--- config.mk ---
export PLATFORM = sky130hd
export DESIGN_NAME = uart_tx_fifo
export DESIGN_NICKNAME = d
export VERILOG_FILES = /design/src/rtl/uart_tx_fifo.sv
export SDC_FILE = /design/constraint.sdc
export NUM_CORES = 1
export LEC_CHECK = 0
export ABC_AREA = 1
export CAP_MARGIN = 30
export CORE_MARGIN = 4
export CORE_UTILIZATION = 47
export DETAILED_ROUTE_END_ITERATION = 8
export GPL_TIMING_DRIVEN = 0
export PLACE_DENSITY = 0.74
export RECOVER_POWER = 50
export SETUP_SLACK_MARGIN = 0.1
export SLEW_MARGIN = 40
export SYNTH_ARGS = -nofsm -noshare
export SYNTH_HDL_FRONTEND = slang
export SYNTH_SLANG_ARGS = --single-unit
export TNS_END_PERCENT = 1
--- constraint.sdc ---
create_clock -name i_clk -period 2.9 [get_ports i_clk]
set_clock_uncertainty 0.2 [all_clocks]
set_input_delay 0.435 -clock i_clk [delete_from_list [all_inputs] [get_ports i_clk]]
set_output_delay 0.435 -clock i_clk [all_outputs]
set_load 0.05 [all_outputs]
--- src/rtl/uart_tx_fifo.sv ---
// UART transmitter with an integrated TX FIFO. The frame format (data bits, parity,
// stop bits) and the baud divisor are fixed by parameters.
module uart_tx_fifo #(
  parameter int CLKS_PER_BIT = 868,
  parameter int DATA_BITS    = 8,
  parameter int PARITY       = 0,
  parameter int STOP_BITS    = 1,
  parameter int FIFO_DEPTH   = 8
) (
  input  logic                            i_clk,
  input  logic                            i_rst,
  input  logic [DATA_BITS-1:0]            i_data,
  input  logic                            i_wr,
  output logic                            o_full,
  output logic [$clog2(FIFO_DEPTH+1)-1:0] o_count,
  output logic                            o_busy,
  output logic                            o_done,
  output logic                            o_serialTX
);

  localparam int CNT_W  = $clog2(FIFO_DEPTH + 1);
  localparam int PTR_W  = $clog2(FIFO_DEPTH);
  localparam int BAUD_W = $clog2(CLKS_PER_BIT);
  localparam int BIT_W  = 4;
  localparam logic [BAUD_W-1:0] BAUD_LOAD = BAUD_W'(CLKS_PER_BIT - 1);

  typedef enum logic [2:0] {
    S_IDLE,
    S_START,
    S_DATA,
    S_PARITY,
    S_STOP
  } state_t;

  state_t r_state;
  state_t w_stateNext;

  logic [DATA_BITS-1:0] r_mem [FIFO_DEPTH];
  logic [PTR_W-1:0]     r_wrPtr;
  logic [PTR_W-1:0]     r_rdPtr;
  logic [CNT_W-1:0]     r_count;
  logic [BAUD_W-1:0]    r_baud;
  logic [BIT_W-1:0]     r_bitCnt;
  logic [DATA_BITS-1:0] r_shreg;
  logic                 r_parBit;
  logic                 r_tx;
  logic                 r_done;

  logic w_full;
  logic w_wrAccept;
  logic w_pop;
  logic w_bitEnd;
  logic w_frameEnd;

  assign w_full     = (r_count == CNT_W'(FIFO_DEPTH));
  assign w_wrAccept = i_wr && !w_full;
  assign w_bitEnd   = (r_baud == '0);

  always_ff @(posedge i_clk) begin
    if (!i_rst) r_state <= S_IDLE;
    else        r_state <= w_stateNext;
  end

  // The next frame is popped on the same edge the last stop bit ends, so frames abut.
  always_comb begin
    w_stateNext = r_state;
    w_pop       = 1'b0;
    w_frameEnd  = 1'b0;
    case (r_state)
      S_IDLE: begin
        if (r_count != '0) begin
          w_pop       = 1'b1;
          w_stateNext = S_START;
        end
      end
      S_START: begin
        if (w_bitEnd) w_stateNext = S_DATA;
      end
      S_DATA: begin
        if (w_bitEnd && r_bitCnt == BIT_W'(DATA_BITS - 1))
          w_stateNext = (PARITY != 0) ? S_PARITY : S_STOP;
      end
      S_PARITY: begin
        if (w_bitEnd) w_stateNext = S_STOP;
      end
      S_STOP: begin
        if (w_bitEnd && r_bitCnt == BIT_W'(STOP_BITS - 1)) begin
          w_frameEnd = 1'b1;
          if (r_count != '0) begin
            w_pop       = 1'b1;
            w_stateNext = S_START;
          end else begin
            w_stateNext = S_IDLE;
          end
        end
      end
      default: w_stateNext = S_IDLE;
    endcase
  end

  always_ff @(posedge i_clk) begin
    if (w_wrAccept) r_mem[r_wrPtr] <= i_data;
  end

  always_ff @(posedge i_clk) begin
    if (!i_rst) begin
      r_wrPtr <= '0;
      r_rdPtr <= '0;
      r_count <= '0;
    end else begin
      if (w_wrAccept) r_wrPtr <= r_wrPtr + PTR_W'(1);
      if (w_pop)      r_rdPtr <= r_rdPtr + PTR_W'(1);
      case ({w_wrAccept, w_pop})
        2'b10:   r_count <= r_count + CNT_W'(1);
        2'b01:   r_count <= r_count - CNT_W'(1);
        default: r_count <= r_count;
      endcase
    end
  end

  // Parity is captured at pop time so later FIFO writes cannot disturb the frame.
  always_ff @(posedge i_clk) begin
    if (!i_rst) begin
      r_baud   <= '0;
      r_bitCnt <= '0;
      r_shreg  <= '0;
      r_parBit <= 1'b0;
    end else begin
      if (w_pop)
        r_baud <= BAUD_LOAD;
      else if (r_state != S_IDLE)
        r_baud <= w_bitEnd ? BAUD_LOAD : r_baud - BAUD_W'(1);

      if (w_stateNext != r_state)
        r_bitCnt <= '0;
      else if (w_bitEnd && (r_state == S_DATA || r_state == S_STOP))
        r_bitCnt <= r_bitCnt + BIT_W'(1);

      if (w_pop) begin
        r_shreg  <= r_mem[r_rdPtr];
        r_parBit <= (^r_mem[r_rdPtr]) ^ (PARITY == 1);
      end else if (r_state == S_DATA && w_bitEnd) begin
        r_shreg <= r_shreg >> 1;
      end
    end
  end

  // The line is registered from the current state, so it trails the FSM by one cycle.
  always_ff @(posedge i_clk) begin
    if (!i_rst) begin
      r_tx   <= 1'b1;
      r_done <= 1'b0;
    end else begin
      r_done <= w_frameEnd;
      case (r_state)
        S_START:  r_tx <= 1'b0;
        S_DATA:   r_tx <= r_shreg[0];
        S_PARITY: r_tx <= r_parBit;
        default:  r_tx <= 1'b1;
      endcase
    end
  end

  assign o_full     = w_full;
  assign o_count    = r_count;
  assign o_busy     = (r_state != S_IDLE) || (r_count != '0);
  assign o_done     = r_done;
  assign o_serialTX = r_tx;

endmodule

==> impl_metrics.json <==
{
  "crit_path_top_delay_cell": "dfxtp_2",
  "rr_startpoint": "r_baud[0]$_SDFFE_PN0P_",
  "max_cap_viol_count": 0,
  "yosysWarnings": 0,
  "ys_top_cells_by_area": "edfxtp_1, dfxtp_1, nand2_1",
  "numCtsBuffers": 9,
  "gp_routability_congestion": 0.882,
  "dpl.hpwl_um": 7590,
  "required_ps": 2990,
  "fin_cells": 782,
  "grt_pass1_vias": 3868,
  "fin_crit_sh_pct": 94.0,
  "finalCriticalPeriod_ps": 2730,
  "cts_root_buf": "clkbuf_8",
  "crit_end": "o_count[2]$_SDFFE_PN0P_",
  "final_net_count": 660,
  "initial_core_util_pct": 48.6,
  "track_usage_pct": 17.7,
  "hp-class": "reg2reg",
  "setup_violations": 0,
  "ys_types": 36,
  "ys_seq_elements": 105,
  "dieWidth_um": 112,
  "cts_max_path_buffers": 2,
  "wl_per_cell_um": 13.9,
  "place_area_um2": 5430,
  "syn-instance-count": 608,
  "worstSetupPathType": "reg2reg",
  "post-route-drc-count": 0,
  "yosysTopAreaCellShare_pct": 38.0,
  "hold_viol_final": 0,
  "dieHeight_um": 112,
  "fp.coreArea_um2": 10400,
  "final_util_pct": 54.7,
  "antenna_found_initial": 0,
  "clk_latency_ps": 390,
  "path_max_fanout": 8,
  "cp_common_cell": "nand2_4",
  "yosysTopAreaCell": "edfxtp_1",
  "endpoint_kind": "flop",
  "synthToLayoutAreaGrowth_pct": 12.5,
  "reg2reg_depth": 18,
  "tns_ps": 0,
  "antenna_left": 0,
  "yosysSeqAreaShare_pct": 54.2,
  "clock-sinks": 105,
  "crit_arrival_ps": 2820,
  "r2r_slack_ps": 170,
  "p_leak_uw": 0.00251,
  "cts_tree": "done",
  "num_io_pins": 19,
  "place_inst": 762,
  "vdd_drop_max_mv": 0.568,
  "vias_per_cell": 5.11,
  "syn_area_per_cell_um2": 8.33,
  "drive_gt1_share_pct": 9.60,
  "syn-cell-area_um2": 5060,
  "diodes": 0,
  "dieArea_um2": 12500,
  "hold_buffers": 0,
  "h-tree-depth": 3,
  "crit_path_start_kind": "flop",
  "status": "complete, no violations",
  "io_buffers": 18,
  "slowest_delay_ps": 350,
  "wl_um": 10900,
  "synth_nets": 627,
  "rsz0062_at_grt": "true",
  "slew_headroom_pct": 60.4,
  "grt_pass1_wl_um": 18100,
  "drt-initial-drc-count": 274,
  "clock.fmax_mhz": 367,
  "startpoint": "r_baud[0]$_SDFFE_PN0P_",
  "overflow": 0,
  "tightest_slew_ps": 594,
  "num_vias": 3997,
  "path_cells": "inv_1 -> ha_2 -> nand2_2 -> nor2_4 -> nand2_4 -> inv_4 -> nand2_4 -> nand2_4 -> nand2_8 -> clkinv_2 -> buf_8 -> ha_4 -> xor2_2 -> ha_2 -> a21oi_1 -> xor2_1 -> o21ai_1 -> inv_1",
  "grt_start_max_net_pins": 21,
  "powerDensity_nw_per_um2": 947,
  "reg2reg_to": "o_count[2]$_SDFFE_PN0P_",
  "drv_slew": 0,
  "first_pass_iters": 4,
  "rows": 37,
  "path_clk_slew_ps": 100,
  "stdcell_area_um2": 5700
}
==> layer usage <==
| layer | vias to the layer above | track usage (%) | routed length [um] |
|---|---|---|---|
| met4 | 0 | 5.27 | 212 |
| li1 | 2003 | - | - |
| met5 | - | 0 | 0 |
| met2 | 103 | 30.7 | 5350 |
| met3 | 22 | 4.46 | 493 |
| met1 | 1869 | 21.7 | 4810 |
==> cell usage after synthesis (all sizes together) <==
library cell / number
ha: 8
nor3: 4
edfxtp: 64
buf: 17
nor2: 45
xor2: 12
o21ai: 17
a31oi: 9
nor3b: 1
nand3b: 2
nand2: 185
a21boi: 1
o31ai: 1
a21oi: 16
nand4: 1
o311ai: 1
a221oi: 1
o22ai: 2
dfxtp: 41
inv: 103
nand3: 69
o211ai: 2
xnor2: 2
clkbuf: 3
clkinv: 1
==> logic make-up (layout without fill, tap and decap cells) <==
family / after synthesis / count (layout) / share of synthesized area [%]
AO/OA/AOI/OAI: 50 / 50 / 5.63
adder cells (fa/ha/maj): 8 / 8 / 1.98
flip-flops: 105 / 105 / 54.2
buffers and inverters: 124 / 162 / 9.98
AND/OR/NAND/NOR: 307 / 307 / 25.8
XOR/XNOR: 14 / 14 / 2.42
==> flip-flops by register name, indices dropped and copies added (netlist names), named ones only <==
| signal | flops |
|---|---|
| r_parBit | 1 |
| r_rdPtr | 3 |
| r_bitCnt | 4 |
| r_wrPtr | 3 |
| o_serialTX | 1 |
| r_shreg | 8 |
| r_baud | 10 |
| o_count | 4 |
| r_state | 3 |
| r_mem | 64 |
| o_done | 1 |
==> placed cells by master (no fill, tap or decap), types with 11 or more instances in the layout <==
master / n
a21oi_1: 16
dfxtp_1: 40
edfxtp_1: 64
inv_1: 100
nand2_1: 180
nand3_1: 69
nor2_1: 32
nor2_2: 11
o21ai_0: 12
xor2_1: 11
==> layout make-up <==
class	instances	area (um2)
buffer	20	113
timing repair buffer	22	209
multi-input combinational	379	1870
fill	938	4720
tap	136	170
clock buffer	9	124
sequential	105	2740
clock inverter	7	68.8
inverter	104	394
==> report_power, final <==
| part | total (uW) | internal, uW | switching (uW) |
|---|---|---|---|
| sequential | 1970 | 1820 | 149 |
| combinational | 2530 | 884 | 1650 |
| clock | 897 | 334 | 563 |
==> metrics by stage <==
stage | hold slack, ps | setup WS [ps] | total power (uW)
global route | 262 | -18.7 | 5810
global placement | 225 | 138 | 4260
floorplan | 212 | 209 | 3770
detailed placement | 229 | -13.5 | 4350
finish | 243 | 174 | 5390
CTS | 247 | 117 | 5250
==> critical path, delay by kind of cell, from the launching register on <==
family,cells,cell delay (ps)
xor+xnor,2,350
flops,1,350
fa+ha+maj,3,540
simple gates,6,550
buf+inv,5,410
compound gates,2,220
==> timing repair <==
| action | 4_1_cts | 5_1_grt |
|---|---|---|
| hold endpoints to repair | 0 | 0 |
| resized for setup | 5 | 9 |
| setup endpoints to repair | 3 | 4 |
| pin swaps | 0 | 2 |
| buffers inserted | 0 | 4 |
==> worst min-delay path by stage <==
stage                                  from                       to  slack (ps)  cells after the start
finish              r_rdPtr[2]$_SDFFE_PN0P_  r_rdPtr[2]$_SDFFE_PN0P_         240                      1
global route        r_rdPtr[2]$_SDFFE_PN0P_                     flop         260                      1
CTS                 r_rdPtr[2]$_SDFFE_PN0P_                     flop         250                      1
detailed placement  r_rdPtr[2]$_SDFFE_PN0P_                     flop         230                      1
global placement    r_rdPtr[2]$_SDFFE_PN0P_  r_rdPtr[2]$_SDFFE_PN0P_         220                      1
floorplan           r_rdPtr[2]$_SDFFE_PN0P_                     flop         210                      1
(Power assumes the default switching activity.)
